### src/rtl/apb_regbus_mux_bridge.sv
// apb_regbus_mux_bridge: APB3/APB4 slave fanning one port out to NUM_TGT register-bus targets.
// Optional secure-only target filtering is enabled with APB_REGBUS_SECURE_CHECK_EN.
module apb_regbus_mux_bridge #(
    parameter int ADDR_WIDTH = 16,
    parameter int DATA_WIDTH = 32,
    parameter int NUM_TGT = 4,
    parameter int TGT_ADDR_BITS = 12,
    parameter int TIMEOUT = 15,
    parameter logic [NUM_TGT-1:0] SECURE_MASK = '0
) (
    input  logic                          clk,
    input  logic                          presetn,
    input  logic [ADDR_WIDTH-1:0]         paddr,
    input  logic                          psel,
    input  logic                          penable,
    input  logic                          pwrite,
    input  logic [DATA_WIDTH-1:0]         pwdata,
    input  logic [DATA_WIDTH/8-1:0]       pstrb,
    input  logic [2:0]                    pprot,
    output logic [DATA_WIDTH-1:0]         prdata,
    output logic                          pready,
    output logic                          pslverr,
    output logic [TGT_ADDR_BITS-1:0]      rb_addr,
    output logic [DATA_WIDTH-1:0]         rb_wdata,
    output logic [DATA_WIDTH/8-1:0]       rb_wstrb,
    output logic [NUM_TGT-1:0]            rb_rstrobe,
    output logic [NUM_TGT-1:0]            rb_wstrobe,
    input  logic [NUM_TGT*DATA_WIDTH-1:0] rb_rdata,
    input  logic [NUM_TGT-1:0]            rb_rack,
    input  logic [NUM_TGT-1:0]            rb_wack,
    input  logic [NUM_TGT-1:0]            rb_raddrerr,
    input  logic [NUM_TGT-1:0]            rb_waddrerr
);
    localparam int IDX_W = NUM_TGT > 1 ? $clog2(NUM_TGT) : 1;
    localparam logic [IDX_W:0] NT = (IDX_W + 1)'(NUM_TGT);
    localparam logic [7:0] TO_LAST = 8'(TIMEOUT - 1);

    typedef enum logic [1:0] {IDLE, STROBE, WAIT, RESP} state_t;

    state_t                    state_q, state_d;
    logic [IDX_W-1:0]          idx_q, idx_in;
    logic                      wr_q, err_q, err_d;
    logic [7:0]                cnt_q, cnt_d;
    logic [TGT_ADDR_BITS-1:0]  addr_q;
    logic [DATA_WIDTH-1:0]     wdata_q, prdata_q, prdata_d, sel_rdata;
    logic [DATA_WIDTH/8-1:0]   wstrb_q;
    logic                      pready_q, pready_d, pslverr_q, pslverr_d;
    logic [ADDR_WIDTH-1:0]     hi_bits;
    logic [NUM_TGT-1:0]        stb_v;
    logic                      setup, bad, sec_err, sel_ack, sel_err, done;
    logic                      unused_cfg;

    assign idx_in  = paddr[TGT_ADDR_BITS +: IDX_W];
    assign hi_bits = paddr >> (TGT_ADDR_BITS + IDX_W);
    assign setup   = state_q == IDLE && psel && !penable;
`ifdef APB_REGBUS_SECURE_CHECK_EN
    assign sec_err = pprot[1] && SECURE_MASK[idx_in];
`else
    assign sec_err = 1'b0;
`endif
    assign unused_cfg = ^{pprot, SECURE_MASK};
    assign bad = ({1'b0, idx_in} >= NT) || (|hi_bits) || sec_err;

    // Only the latched target's handshake is ever looked at.
    assign sel_ack   = wr_q ? rb_wack[idx_q] : rb_rack[idx_q];
    assign sel_err   = wr_q ? rb_waddrerr[idx_q] : rb_raddrerr[idx_q];
    assign sel_rdata = rb_rdata[idx_q*DATA_WIDTH +: DATA_WIDTH];
    assign done      = sel_ack || sel_err;

    // Rejected transfers still pass through STROBE (with no strobe) to keep one wait state.
    assign stb_v      = (state_q == STROBE && !err_q) ? (NUM_TGT'(1) << idx_q) : '0;
    assign rb_wstrobe = wr_q ? stb_v : '0;
    assign rb_rstrobe = wr_q ? '0 : stb_v;

    always_comb begin
        state_d   = state_q;
        cnt_d     = cnt_q;
        err_d     = err_q;
        prdata_d  = '0;
        pready_d  = 1'b0;
        pslverr_d = 1'b0;
        case (state_q)
            IDLE: begin
                if (setup) begin
                    state_d = STROBE;
                    err_d   = bad;
                end
            end
            STROBE, WAIT: begin
                cnt_d = state_q == STROBE ? 8'd0 : cnt_q + 8'd1;
                if (!psel) begin
                    state_d = IDLE;
                    cnt_d   = '0;
                end else if (state_q == STROBE && err_q) begin
                    state_d   = RESP;
                    pready_d  = 1'b1;
                    pslverr_d = 1'b1;
                end else if (done) begin
                    state_d   = RESP;
                    pready_d  = 1'b1;
                    pslverr_d = sel_err;
                    prdata_d  = (!wr_q && sel_ack) ? sel_rdata : '0;
                end else if (state_q == WAIT && cnt_q == TO_LAST) begin
                    state_d   = RESP;
                    pready_d  = 1'b1;
                    pslverr_d = 1'b1;
                end else begin
                    state_d = WAIT;
                end
            end
            RESP: state_d = IDLE;
        endcase
    end

    always_ff @(posedge clk or negedge presetn) begin
        if (!presetn) begin
            state_q   <= IDLE;
            cnt_q     <= '0;
            err_q     <= 1'b0;
            idx_q     <= '0;
            wr_q      <= 1'b0;
            addr_q    <= '0;
            wdata_q   <= '0;
            wstrb_q   <= '0;
            prdata_q  <= '0;
            pready_q  <= 1'b0;
            pslverr_q <= 1'b0;
        end else begin
            state_q   <= state_d;
            cnt_q     <= cnt_d;
            err_q     <= err_d;
            prdata_q  <= prdata_d;
            pready_q  <= pready_d;
            pslverr_q <= pslverr_d;
            if (setup) begin
                idx_q   <= idx_in;
                wr_q    <= pwrite;
                addr_q  <= paddr[TGT_ADDR_BITS-1:0];
                wdata_q <= pwdata;
                wstrb_q <= pwrite ? pstrb : '1;
            end
        end
    end

    assign prdata   = prdata_q;
    assign pready   = pready_q;
    assign pslverr  = pslverr_q;
    assign rb_addr  = addr_q;
    assign rb_wdata = wdata_q;
    assign rb_wstrb = wstrb_q;
endmodule

### config.mk
export PLATFORM = sky130hd
export DESIGN_NAME = apb_regbus_mux_bridge
export DESIGN_NICKNAME = d
export VERILOG_FILES = /design/src/rtl/apb_regbus_mux_bridge.sv
export SDC_FILE = /design/constraint.sdc
export NUM_CORES = 1
export LEC_CHECK = 0
export BUFFER_PORTS_ARGS = -buffer_cell sky130_fd_sc_hd__buf_2
export CORE_MARGIN = 2
export CORE_UTILIZATION = 39
export CTS_BUF_LIST = sky130_fd_sc_hd__clkbuf_16
export DETAILED_ROUTE_END_ITERATION = 6
export PLACE_DENSITY_LB_ADDON = 0.2
export SLEW_MARGIN = 40
export SYNTH_ARGS = -nofsm -noshare
export SYNTH_HDL_FRONTEND = slang
export SYNTH_SLANG_ARGS = --single-unit
### constraint.sdc
create_clock -name clk -period 1.57 [get_ports clk]
set_input_delay 0.314 -clock clk [delete_from_list [all_inputs] [get_ports clk]]
set_output_delay 0.314 -clock clk [all_outputs]
set_load 0.01 [all_outputs]
After elaboration in Yosys (flattened, before gate mapping)
Cells that the tools add are included.
{"block": "totals", "ff_bits": 96, "inputBits": 204, "output_inout_bits": 90}
{"block": "op_classes", "add_sub_neg": 1, "order_cmp": 1, "n_eq_ne": 5, "shift": 2, "muxes": 36, "n_reduce_logical": 14}
{"cell": "two-way mux 32 bit", "n": 5}
{"cell": "indexed part select 128 x 8 -> 32 bit", "n": 1}
{"cell": "two-way mux 1 bit", "n": 18}
{"cell": "two-way mux 4 bit", "n": 4}
{"cell": "two-way mux 8 bit", "n": 2}
{"cell": "adder 8 x 1 -> 8 bit, second input constant", "n": 1}
{"cell": "binary-select mux 1 bit (select 2 bit)", "n": 4}
{"cell": "== test 8 x 4 -> 1 bit, second input constant", "n": 1}
{"cell": "logical AND 1 bit", "n": 6}
{"cell": "case mux 2 bit (3 select lines)", "n": 1}
{"cell": "== test 2 bit, second input constant", "n": 2}
{"cell": "two-way mux 2 bit", "n": 2}
{"cell": "OR reduction 2 bit", "n": 2}
{"cell": "left shift 1 x 2 -> 4 bit, first input constant", "n": 1}
{"cell": "logical NOT 1 bit", "n": 3}
{"cell": "< comparator 2 x 3 -> 1 bit, second input constant", "n": 1}
{"cell": "== test 2 x 1 -> 1 bit, second input constant", "n": 1}
{"cell": "logical NOT 2 bit", "n": 1}
{"cell": "inequality test 2 bit, second input constant", "n": 1}
{"cell": "AND reduction 2 bit", "n": 1}
{"cell": "logical OR 1 bit", "n": 1}

Logic depth before layout (Yosys ltp)
{"block": "logic_depth", "ltp_word": 9, "ltp_mapped": 7, "ltp_nobuf": 6}

Least setup slack after synthesis
OpenSTA, ideal clock, no wires.
{"block": "synth_path", "path_type": "register to register", "start": "register state_q[0]", "end": "register wdata_q[10] (netlist: rb_wdata[10])", "setup_ns": 0.125, "arrival_ns": 1.564, "path_slack_ns": -0.118, "path_stages_with_launch": 7, "cell_sequence": "dfrtp_1 inv_1 ha_1 nand3_1 buf_2 buf_2 mux2_2"}
{"block": "synth_via", "elab_chain_cells": 3}
{"item": "start, declared", "line_no": "40", "rtl": "state_t state_q, state_d;"}
{"item": "start signal, assigned", "line_no": "129", "rtl": "state_q <= state_d;"}
{"item": "logical NOT 2 bit", "line_no": "55", "rtl": "assign setup = state_q == IDLE && psel && !penable;"}
{"item": "logical AND 1 bit (2 in a row)", "line_no": "55"}
{"item": "end signal, assigned", "line_no": "139", "rtl": "wdata_q <= pwdata;"}
{"item": "end, declared", "line_no": "45", "rtl": "logic [DATA_WIDTH-1:0] wdata_q, prdata_q, prdata_d, sel_rdata;"}
Every way passes these cells.
A chain may end at the register's enable or synchronous reset.

Worst setup path after layout
{"block": "layout_path", "start": "register idx_q[0]", "end": "output port rb_rstrobe[1]"}
{"block": "layout_via", "elab_chain_cells": 3}
{"item": "start, declared", "line_no": "41", "rtl": "logic [IDX_W-1:0] idx_q, idx_in;"}
{"item": "start signal, assigned", "line_no": "136", "rtl": "idx_q <= idx_in;"}
{"item": "left shift 1 x 2 -> 4 bit", "line_no": "71", "rtl": "assign stb_v = (state_q == STROBE && !err_q) ? (NUM_TGT'(1) << idx_q) : '0;"}
{"item": "two-way mux 4 bit", "line_no": "71"}
{"item": "two-way mux 4 bit", "line_no": "73", "rtl": "assign rb_rstrobe = wr_q ? '0 : stb_v;"}
{"item": "end, declared", "line_no": "26", "rtl": "output logic [NUM_TGT-1:0] rb_rstrobe,"}
Every way passes these cells.

==> Flow_metrics.wiki <==
{| class="wikitable"
! Metric !! Value
|-
| CP Data Required Time || around 1300 ps
|-
| Measured slew at the worst slew-check pin || about 330 ps
|-
| Cts bufs inserted || 9
|-
| Yosys warns || 0
|-
| Number of remaining DRC errors || 20
|-
| First-pass GRT wire length || 22.8 mm
|-
| Maximum fanout along the worst path || 3
|-
| Clock transition time at the flip-flop clock pins of the worst setup and hold paths || ~60 ps
|-
| Total of max-cap violations || 0
|-
| Aggregate negative setup slack || -4990 ps
|-
| Most frequent standard cell in the layout excluding fill and tap cells || sky130_fd_sc_hd__buf_2
|-
| Worst path arrival time || ~1500 ps
|-
| Maximum number of pins on one net before global-route repair || 39
|-
| Overall die height || about 110 microns
|-
| Gr usage total || 0.233
|-
| Worst setup slack before clock tree synthesis || -37.6 ps
|-
| Number of storage elements in the synthesis netlist || 96
|-
| Final Slew Violations || 0
|-
| Period Utilization, post-route || 1.14
|-
| Unrepaired setup endpoints after global routing || true
|-
| Post-synth net total || roughly 540
|-
| Buffer type at the clock tree root || sky130_fd_sc_hd__clkbuf_16
|-
| CTS H-Tree Depth || 3
|-
| Yosys cell types || 38
|-
| Remaining Overflow, GRT || 0
|-
| Antenna violations before repair || 3
|-
| Leakage power summed over all cells || 3.88 nW
|-
| Die Footprint || about 13000 sq um
|-
| Via count of the routed design || 4133
|-
| Startpoint type of the worst setup path || flip-flop
|-
| Worst setup margin || -213 ps
|-
| Crit Path Category || reg2out
|-
| Synth-to-Final Area Change || 59.8%
|-
| Via count of the first global-routing pass || between 4000 and 5000
|-
| Number of port buffers || slightly below 300
|-
| Type of the tightest min-delay check || in2reg
|-
| Worst slew slack as a fraction of its limit || 0.778
|-
| Remaining antenna violation count after routing || 0
|-
| Dpl hpwl || ~11 mm
|-
| Clock insertion delay at the later pin of the skew report || between 300 and 400 ps
|-
| Post-layout min period || between 1500 and 2000 ps
|-
| Total count of hold-check failures in the final report || 0
|-
| Violation count after the first detailed-routing iteration || between 150 and 200
|-
| Effective utilization at floorplan || 0.403
|-
| Result of the run || finished, violations left
|-
| F_max || approximately 560 MHz
|-
| Cell Count Post-Placement || 771
|-
| Io pins || about 290
|-
| Placer Congestion || slightly below 0.9
|-
| Area of the core || approximately 12000 sq um
|-
| Number of detailed-routing iterations run before antenna repair || 6
|-
| CTS sink cnt || 96
|-
| Number of rows in the core area || 39
|-
| TritonCTS clock tree || done
|-
| Endpoints failing setup || 55
|-
| Layout cell share with drive strength beyond 1 || 0.706
|-
| Floorplan die width || approximately 110 microns
|-
| Worst hold slack across all endpoints || 208 ps
|-
| Per-instance average area after synthesis || 13.9 sq um
|-
| Sort of element at the end of the critical path || output pin
|-
| Failing checks || design-rule violations, negative setup slack
|-
| Average via count per standard cell || between 5 and 6
|-
| Maximum clock insertion buffer count || 2
|-
| Commonest non-fill, non-tap cells in the layout || sky130_fd_sc_hd__buf_2 (287), sky130_fd_sc_hd__dfrtp_1 (93), sky130_fd_sc_hd__mux2_2 (47), sky130_fd_sc_hd__mux4_2 (34)
|-
| Max Clock Skew || 6.40 ps
|-
| Sequential element share of the synthesized area || 0.518
|-
| Non-filler instance count after layout || ~820
|-
| Ratio of total power to cell area || 1770 nW/um^2
|-
| Total Nets Final || about 880
|-
| DRT Wirelength || ~15 mm
|-
| Fillcell total || ~900
|-
| Mapped Cells || ~330
|-
| Combined area of all synthesized cells || ~4600 sq um
|-
| VDD IR max || ~0.95 mV
|-
| Average wire per standard cell || about 18 microns
|}
==> flip-flops by register name, indices dropped and copies added, names as in the netlist, 2 cells and up <==
name	count
rb_wdata	32
cnt_q	8
rb_wstrb	4
state_q	2
rb_addr	12
prdata	32
idx_q	2
==> Yosys cell counts, drive strengths merged <==
cell type,number,area share
dfrtp,96,0.52
mux2,47,0.11
and3,34,0.046
mux4,34,0.17
clkbuf,14,0.011
nor2,14,0.011
buf,11,0.013
nand2,11,0.0089
o21ai,11,0.012
inv,7,0.0057
ha,6,0.016
mux2i,6,0.016
nand2b,5,0.0067
nor2b,5,0.0067
nand3,4,0.0043
nand3b,3,0.0049
nor4,3,0.0040
o22ai,3,0.0040
a22o,2,0.0038
and2,2,0.0027
xnor2,2,0.0038
a211o,1,0.0019
a211oi,1,0.0016
a21boi,1,0.0016
a21oi,1,0.0011
a22oi,1,0.0016
a31oi,1,0.0013
a32o,1,0.0022
a32oi,1,0.0019
a41oi,1,0.0019
and4,1,0.0019
nand4,1,0.0013
o221ai,1,0.0019
or3b,1,0.0019
==> worst max-delay path, cell delays in order, from the launching register on <==
cell	delay [ps]
sky130_fd_sc_hd__dfrtp_2	390
sky130_fd_sc_hd__buf_12	110
sky130_fd_sc_hd__or3b_4	400
sky130_fd_sc_hd__nor2_2	90
sky130_fd_sc_hd__buf_2	150
==> area by class of cell <==
cell class | instances | area, sq um | share of cell area
Clock inverter | 6 | 76.3 | 0.0103
Sequential cell | 96 | 2410 | 0.324
Timing Repair Buffer | 353 | 2230 | 0.300
Multi-Input combinational cell | 205 | 2270 | 0.306
Clock buffer | 9 | 225 | 0.0304
Inverter | 7 | 28.8 | 0.00388
Antenna cell | 2 | 5.00 | 0.000675
Tap cell | 143 | 179 | 0.0241
==> per-stage QoR <==
| step | power [W] | area (sq um) | utilization |
|---|---|---|---|
| 2_1_floorplan | 0.00724 | 4680 | - |
| 3_3_place_gp | 0.00940 | 6500 | 0.564 |
| 3_5_place_dp | 0.00956 | 6500 | 0.564 |
| 4_1_cts | 0.0127 | 7130 | 0.619 |
| 5_1_grt | 0.0139 | 7420 | 0.644 |
| 6_report | 0.0132 | 7420 | 0.644 |
==> metal layers <==
| layer | vias to the layer above | wire, microns | track usage |
|---|---|---|---|
| li1 | 1913 | - | - |
| met1 | 2057 | 5850 | 0.267 |
| met2 | 147 | 8260 | 0.424 |
| met3 | 14 | 870 | 0.0702 |
| met4 | 2 | 184 | 0.0577 |
| met5 | - | 13 | 0 |
==> power by group <==
part / total, W / switching [W] / internal [W]
Combinational: 0.00713 / 0.00319 / 0.00395
Clock: 0.00224 / 0.000873 / 0.00137
Sequential: 0.00378 / 0.000421 / 0.00336
Total: 0.0132 / 0.00448 / 0.00867
==> logic make-up after synthesis <==
logic type	share of synthesized area
buf+inv	0.0305
compound gates	0.0367
simple gates	0.101
flops	0.518
fa+ha+maj	0.0162
xor+xnor	0.00378
mux	0.295
==> repair_timing <==
item | 4_1_cts | 5_1_grt
hold endpoints to repair | 22 | 0
cloned | 3 | 6
hold buffers | 1 | 0
buffers inserted | 16 | 10
pin swaps | 4 | 11
gates resized for setup | 29 | 32
endpoints found under the setup margin | 44 | 94
==> final timing paths <==
| path | startpoint | endpoint | slack (ps) | depth (start not counted) |
|---|---|---|---|---|
| max reg2reg | idx_q[0]$_DFFE_PN0P_ | pslverr$_DFF_PN0_ | -190 | 6 |
| min in group asynchronous | presetn | rb_wdata[3]$_DFFE_PN0P_ | 430 | 2 |
| max | idx_q[0]$_DFFE_PN0P_ | rb_rstrobe[1] | -210 | 4 |
| min | pwdata[2] | rb_wdata[2]$_DFFE_PN0P_ | 210 | 2 |
| max in group asynchronous | presetn | idx_q[0]$_DFFE_PN0P_ | 630 | 3 |
| min reg2reg | rb_wstrb[3]$_DFFE_PN0P_ | rb_wstrb[3]$_DFFE_PN0P_ | 490 | 2 |
Note: power is estimated with default switching activity, not from simulation.
